===== config.mk =====
export PLATFORM = sky130hd
export DESIGN_NAME = zcmt_table_fetch
export DESIGN_NICKNAME = d
export VERILOG_FILES = /design/src/rtl/zcmt_table_fetch_pkg.sv /design/src/rtl/zcmt_entry_cache.sv /design/src/rtl/zcmt_table_fetch.sv
export SDC_FILE = /design/constraint.sdc
export NUM_CORES = 1
export LEC_CHECK = 0
export ABC_AREA = 1
export BUFFER_PORTS_ARGS = -buffer_cell sky130_fd_sc_hd__buf_2
export CORE_ASPECT_RATIO = 0.9
export CORE_MARGIN = 8
export CORE_UTILIZATION = 50
export DETAILED_ROUTE_END_ITERATION = 8
export PLACE_DENSITY = 0.85
export SYNTH_ARGS = -nofsm -noshare
export SYNTH_HDL_FRONTEND = slang
export SYNTH_SLANG_ARGS = --single-unit

===== constraint.sdc =====
create_clock -name clk_i -period 4 [get_ports clk_i]
set_input_delay 0.2 -clock clk_i [delete_from_list [all_inputs] [get_ports clk_i]]
set_output_delay 0.2 -clock clk_i [all_outputs]
set_load 0.05 [all_outputs]

===== src/rtl/zcmt_table_fetch_pkg.sv =====
// Shared Zcmt definitions: core configuration view, cache-port structs,
// table-fetch FSM states and the response bundle seen by the decoder.
package zcmt_table_fetch_pkg;

   typedef struct packed {
      int unsigned XLEN;
      int unsigned DCACHE_INDEX_WIDTH;
      int unsigned DCACHE_TAG_WIDTH;
   } zcmt_cfg_t;

   localparam zcmt_cfg_t ZCMT_CFG_DEFAULT = '{XLEN: 32, DCACHE_INDEX_WIDTH: 12, DCACHE_TAG_WIDTH: 20};

   localparam int unsigned ZCMT_IDX_W       = 12;
   localparam int unsigned ZCMT_TAG_W       = 20;
   localparam int unsigned ZCMT_ID_W        = 2;
   localparam int unsigned ZCMT_DATA_W      = 32;
   localparam int unsigned ZCMT_ENTRY_BYTES = 4;

   typedef enum logic [2:0] {
      ZCMT_IDLE,
      ZCMT_REQ,
      ZCMT_TAG,
      ZCMT_KILL,
      ZCMT_WAIT,
      ZCMT_DROP
   } zcmt_fetch_state_e;

   typedef struct packed {
      logic                   valid;
      logic                   err;
      logic [ZCMT_DATA_W-1:0] data;
   } zcmt_fetch_rsp_t;

   // Load-port request (block -> data cache)
   typedef struct packed {
      logic [ZCMT_IDX_W-1:0]  address_index;
      logic [ZCMT_TAG_W-1:0]  address_tag;
      logic [ZCMT_DATA_W-1:0] data_wdata;
      logic                   data_wuser;
      logic                   data_req;
      logic                   data_we;
      logic [3:0]             data_be;
      logic [1:0]             data_size;
      logic [ZCMT_ID_W-1:0]   data_id;
      logic                   kill_req;
      logic                   tag_valid;
   } zcmt_dcache_req_t;

   // Load-port response (data cache -> block)
   typedef struct packed {
      logic                   data_gnt;
      logic                   data_rvalid;
      logic [ZCMT_ID_W-1:0]   data_rid;
      logic [ZCMT_DATA_W-1:0] data_rdata;
   } zcmt_dcache_rsp_t;

endpackage


===== src/rtl/zcmt_entry_cache.sv =====
// One-entry jump-table cache: remembers the last fetched {address, target}.
// Ports:
//   clk_i, rst_ni    clock, async active-low reset
//   inval_i          clear the valid bit (wins over a same-cycle fill)
//   fill_i           write {fill_addr_i, fill_data_i}
//   lookup_addr_i    address compared against the stored tag
//   hit_o, data_o    hit indication and stored target
module zcmt_entry_cache
   import zcmt_table_fetch_pkg::*;
#(
   parameter int unsigned ADDR_W = 32,
   parameter bit          EN     = 1'b1
) (
   input  logic                   clk_i,
   input  logic                   rst_ni,
   input  logic                   inval_i,
   input  logic                   fill_i,
   input  logic [ADDR_W-1:0]      fill_addr_i,
   input  logic [ZCMT_DATA_W-1:0] fill_data_i,
   input  logic [ADDR_W-1:0]      lookup_addr_i,
   output logic                   hit_o,
   output logic [ZCMT_DATA_W-1:0] data_o
);

   logic                   valid_q;
   logic [ADDR_W-1:0]      tag_q;
   logic [ZCMT_DATA_W-1:0] data_q;

   always_ff @(posedge clk_i or negedge rst_ni) begin
      if (!rst_ni) begin
         valid_q <= 1'b0;
         tag_q   <= '0;
         data_q  <= '0;
      end else if (inval_i) begin
         valid_q <= 1'b0;
      end else if (fill_i) begin
         valid_q <= 1'b1;
         tag_q   <= fill_addr_i;
         data_q  <= fill_data_i;
      end
   end

   assign hit_o  = EN && valid_q && (tag_q == lookup_addr_i);
   assign data_o = data_q;

endmodule


===== src/rtl/zcmt_table_fetch.sv =====
// Zcmt jump-table entry fetch: turns one table-entry address into a data-cache
// load (index phase, tag phase, kill, response-ID filter) and returns the
// 32-bit target as a single-cycle pulse. A 1-entry cache short-cuts repeats.
// Ports:
//   clk_i, rst_ni                 clock, async active-low reset
//   flush_i                       abort current fetch
//   inval_i                       invalidate the entry cache
//   fetch_valid_i/fetch_ready_o   request handshake, fetch_addr_i address
//   rsp_valid_o/rsp_data_o/rsp_err_o  response pulse, target, misalign error
//   req_port_i/req_port_o         data-cache load port
module zcmt_table_fetch
   import zcmt_table_fetch_pkg::*;
#(
   parameter zcmt_cfg_t   CVA6Cfg        = ZCMT_CFG_DEFAULT,
   parameter type         dcache_req_i_t = zcmt_dcache_req_t,
   parameter type         dcache_req_o_t = zcmt_dcache_rsp_t,
   parameter int unsigned TRANS_ID       = 1,
   parameter bit          ENTRY_CACHE_EN = 1'b1
) (
   input  logic                    clk_i,
   input  logic                    rst_ni,
   input  logic                    flush_i,
   input  logic                    inval_i,
   input  logic                    fetch_valid_i,
   output logic                    fetch_ready_o,
   input  logic [CVA6Cfg.XLEN-1:0] fetch_addr_i,
   output logic                    rsp_valid_o,
   output logic [CVA6Cfg.XLEN-1:0] rsp_data_o,
   output logic                    rsp_err_o,
   input  dcache_req_o_t           req_port_i,
   output dcache_req_i_t           req_port_o
);

   localparam int unsigned XLEN    = CVA6Cfg.XLEN;
   localparam int unsigned IDX_W   = CVA6Cfg.DCACHE_INDEX_WIDTH;
   localparam int unsigned TAG_W   = CVA6Cfg.DCACHE_TAG_WIDTH;
   localparam int unsigned ALIGN_W = $clog2(ZCMT_ENTRY_BYTES);
   localparam bit          XLEN_OK = (XLEN == 32);
   localparam logic [ZCMT_ID_W-1:0] TID = ZCMT_ID_W'(TRANS_ID);

   zcmt_fetch_state_e     state_q, state_d;
   logic [XLEN-1:0]       addr_q, addr_d;
   zcmt_fetch_rsp_t       rsp_q, rsp_d;
   logic                  hit;
   logic [ZCMT_DATA_W-1:0] cache_data;
   logic                  fill;
   logic                  rsp_match;
   logic                  bad_addr;

   assign rsp_match = req_port_i.data_rvalid && (req_port_i.data_rid == TID);
   assign bad_addr  = (fetch_addr_i[ALIGN_W-1:0] != '0) || !XLEN_OK;

   zcmt_entry_cache #(
      .ADDR_W (XLEN),
      .EN     (ENTRY_CACHE_EN)
   ) i_entry_cache (
      .clk_i         (clk_i),
      .rst_ni        (rst_ni),
      .inval_i       (inval_i),
      .fill_i        (fill),
      .fill_addr_i   (addr_q),
      .fill_data_i   (req_port_i.data_rdata),
      .lookup_addr_i (fetch_addr_i),
      .hit_o         (hit),
      .data_o        (cache_data)
   );

   always_comb begin
      state_d       = state_q;
      addr_d        = addr_q;
      rsp_d         = '0;
      rsp_d.data    = rsp_q.data;
      fill          = 1'b0;
      fetch_ready_o = 1'b0;
      req_port_o    = '0;

      // Port stays all-zero while idle; static load fields only once a fetch owns it.
      if (state_q != ZCMT_IDLE) begin
         req_port_o.data_be       = 4'hF;
         req_port_o.data_size     = 2'b10;
         req_port_o.data_id       = TID;
         req_port_o.address_index = ZCMT_IDX_W'(addr_q[IDX_W-1:0]);
         req_port_o.address_tag   = ZCMT_TAG_W'(addr_q[IDX_W+TAG_W-1:IDX_W]);
      end

      unique case (state_q)
         ZCMT_IDLE: begin
            fetch_ready_o = 1'b1;
            if (fetch_valid_i && !flush_i) begin
               addr_d = fetch_addr_i;
               if (bad_addr) begin
                  rsp_d.valid = 1'b1;
                  rsp_d.err   = 1'b1;
                  rsp_d.data  = '0;
               end else if (hit && !inval_i) begin
                  rsp_d.valid = 1'b1;
                  rsp_d.data  = cache_data;
               end else begin
                  state_d = ZCMT_REQ;
               end
            end
         end
         ZCMT_REQ: begin
            req_port_o.data_req = 1'b1;
            if (flush_i) begin
               state_d = req_port_i.data_gnt ? ZCMT_KILL : ZCMT_IDLE;
            end else if (req_port_i.data_gnt) begin
               state_d = ZCMT_TAG;
            end
         end
         ZCMT_TAG: begin
            req_port_o.tag_valid = 1'b1;
            if (flush_i) begin
               req_port_o.kill_req = 1'b1;
               state_d             = ZCMT_IDLE;
            end else begin
               state_d = ZCMT_WAIT;
            end
         end
         ZCMT_KILL: begin
            req_port_o.tag_valid = 1'b1;
            req_port_o.kill_req  = 1'b1;
            state_d              = ZCMT_IDLE;
         end
         ZCMT_WAIT: begin
            // A flush coinciding with the response consumes it, so no DROP needed.
            if (rsp_match) begin
               state_d = ZCMT_IDLE;
               if (!flush_i) begin
                  rsp_d.valid = 1'b1;
                  rsp_d.data  = req_port_i.data_rdata;
                  fill        = !inval_i;
               end
            end else if (flush_i) begin
               state_d = ZCMT_DROP;
            end
         end
         ZCMT_DROP: begin
            if (rsp_match) begin
               state_d = ZCMT_IDLE;
            end
         end
         default: state_d = ZCMT_IDLE;
      endcase
   end

   always_ff @(posedge clk_i or negedge rst_ni) begin
      if (!rst_ni) begin
         state_q <= ZCMT_IDLE;
         addr_q  <= '0;
         rsp_q   <= '0;
      end else begin
         state_q <= state_d;
         addr_q  <= addr_d;
         rsp_q   <= rsp_d;
      end
   end

   assign rsp_valid_o = rsp_q.valid;
   assign rsp_err_o   = rsp_q.err;
   assign rsp_data_o  = XLEN'(rsp_q.data);

endmodule


==> results.py <==
metrics = {
    "outcome": {
        "status": "finished clean",
    },
    "run": {
        "maxCapViolations": 0,
    },
    "placement": {
        "dpl-instance-area_um2": 7290,
        "gp_congestion": 0.798,
        "dpl_worst_slack_ns": 1.56,
        "io_buffers": 148,
        "place_inst": 1128,
        "hpwl_um": 11200,
    },
    "clocking": {
        "cts.clk_slew.worst_paths_ns": 0.06,
        "cts-buffers-inserted": 17,
        "cts_sinks": 134,
        "postCtsSetupRepairBufs": 0,
        "tritoncts": "yes",
        "clock_latency_ns": 0.42,
        "cts_max_level": 4,
        "cts-root-buf": "clkbuf_16",
        "clock_tree.buffer_depth": 2,
    },
    "global_routing": {
        "track_usage_pct": 18.9,
        "grt_pass1_vias": 5475,
        "grt_max_degree": 103,
        "overflow": 0,
        "antenna_found_initial": 0,
        "grt_first_pass_wirelength_um": 26900,
    },
    "yosys": {
        "synthesis.area_um2": 6750,
        "synth_top_area_share_pct": 49.7,
        "synth_cell_types": 28,
        "yosysWarnings": 0,
        "synth-seq-cells": 134,
        "synth_area_leaders": "dfrtp_1 50%, nand2_1 13%, inv_1 6.2%",
        "synth_top_cell_by_area": "dfrtp_1",
        "synth_cells": 855,
        "synth-async-reset-ratio_pct": 100,
        "synth-edff-count": 0,
        "yosysSeqAreaShare_pct": 49.7,
        "synth_ff_type": "dfrtp_1",
        "synth_area_per_cell_um2": 7.89,
    },
    "sta": {
        "rsz0062_at_grt": "false",
        "fin_ws_ns": 1.54,
        "tns_ns": 0,
        "hold_viol": 0,
        "setup_viol": 0,
        "fin_crit_ns": 2.46,
        "tightest_slew_ns": 1.00,
        "hold-worst-slack_ns": 0.0184,
        "fmax_mhz": 407,
        "max_slew_margin_pct": 33.0,
        "skew_ns": 0.0111,
        "fin_crit_sh_pct": 61.5,
        "maxSlewViolCount": 0,
    },
    "final_layout": {
        "drive_above_1_share_pct": 20.1,
        "fin_cells": 1160,
        "area_delta_synth_final_pct": 16.5,
        "final_cell_mix": "238 x nand2_1, 147 x buf_2, 134 x dfrtp_1, 112 x inv_1, 79 x o21ai_0",
        "final_common_cell": "nand2_1",
        "insertedDiodeCount": 0,
        "fin_util_pct": 59.3,
        "multi_input_area_um2": 2500,
        "regArea_um2": 3350,
        "n_fill_cell": 1193,
        "fin_area_um2": 7860,
        "nNetsFinal": 1054,
    },
    "drt": {
        "route.detailed.drc": 0,
        "wirelength_um": 16500,
        "wl_per_cell_um": 14.2,
        "drtIter0Drc": 468,
        "final_antenna_net_count": 0,
        "firstDrtPassIters": 5,
        "num_vias": 5706,
        "via_per_inst": 4.92,
    },
    "setup_path": {
        "crit_path_cell_trace": "inv_1 > nor2_2 > inv_2 > nor3_2 > nand2_4 > buf_4 > nand2_1 > o21ai_1",
        "max_stage_delay_ns": 0.58,
        "required_ns": 4.29,
        "path_max_fanout": 100,
        "cp_slowest_cell": "nand2_4",
        "end_kind": "register",
        "critPathTopFamily": "simple AND/OR/NAND/NOR gates",
        "critPathLaunchType": "register",
        "critPathBufInv": 3,
        "critPathKind": "reg -> reg",
        "cp_data_arrival_time_ns": 2.75,
    },
    "worst_hold_path": {
        "worst_hold_path_type": "in -> reg",
    },
    "die": {
        "die_w_um": 138,
        "core_um2": 13300,
        "io_pins": 185,
        "rows": 40,
        "die_area_um2": 17500,
        "start_util_pct": 50.9,
        "die_y_um": 126,
    },
    "power": {
        "power.total_mw": 5.93,
        "ir_drop_mv": 0.446,
        "powerDensity_nw_per_um2": 754,
        "p_leak_nw": 4.31,
    },
}
==> worst paths after layout <==
path	slack, ns	cells after the start	end	startpoint
min in group asynchronous	0.49	2	addr_q[6]	rst_ni
hold / removal	0.02	3	addr_q[27]	fetch_addr_i[27]
setup reg to reg	1.54	8	i_entry_cache.tag_q[15]	state_q[2]
max in group asynchronous	2.51	3	rsp_data_o[8]	rst_ni
setup / recovery	1.54	8	i_entry_cache.tag_q[15]	state_q[2]
hold reg to reg	0.49	2	i_entry_cache.data_o[26]	i_entry_cache.data_o[26]
==> logic make-up after synthesis <==
kind of cell    count (synthesis)  share of synthesized area [%]
compound gates                138                           10.4
flops                         134                           49.7
buf+inv                       200                           15.5
xor+xnor                       11                           1.43
simple gates                  371                           23.0
other cells                     1                         0.0556
==> layout make-up <==
type | count | area share, %
Clock buffer | 22 | 6.03
Inverter | 115 | 5.49
Clock inverter | 8 | 0.971
Sequential cell | 134 | 42.6
Timing Repair Buffer | 157 | 10.4
Tap cell | 168 | 2.67
Multi-Input combinational cell | 556 | 31.8
==> worst register-to-register path: stages, from the launching register on <==
cell and delay (ns):
dfrtp_1 0.54, inv_1 0.09, nor2_2 0.15, inv_2 0.05, nor3_2 0.24, nand2_4 0.58, buf_4 0.51, nand2_1 0.11
o21ai_1 0.07
==> power breakdown <==
part,total (mW),leakage (nW),switching (mW),internal (mW)
combinational,2.61,2.25,2.06,0.546
clock,1.46,0.264,0.564,0.894
sequential,1.87,1.80,0.165,1.70
==> cells in the mapped netlist (2+ instances only) <==
library cell    n
clkbuf_1        4
nor3_2          2
nand4_1         2
o21ai_0        79
buf_2          21
nand3_1        69
inv_2           3
buf_1           3
dfrtp_1       134
nand2_1       239
xnor2_1        11
nor2_2          5
buf_6          14
o21ai_1        55
nor2_1         48
inv_1         112
buf_4          43
==> per-layer routing <==
layer	GRT usage (%)	vias up	share of wire, %
li1	-	2834	-
met1	23.4	2627	44
met2	30.2	218	48
met3	5.71	27	6.6
met4	7.73	0	2.0
met5	0	-	0
==> registers in the layout (all words and copies together), names as in the netlist <==
name and cells:
addr_q 32, rsp_valid_o 1, rsp_data_o 32, rsp_err_o 1, i_entry_cache.tag_q 32, i_entry_cache.valid_q 1, state_q 3, i_entry_cache.data_o 32
==> timing repair <==
item / 4_1_cts / 5_1_grt
hold buffers: 2 / 0
resized for setup: 0 / 0
endpoints found under the hold margin: 102 / 0
endpoints found under the setup margin: 0 / 0
Note: power is estimated with default switching activity, not from simulation.
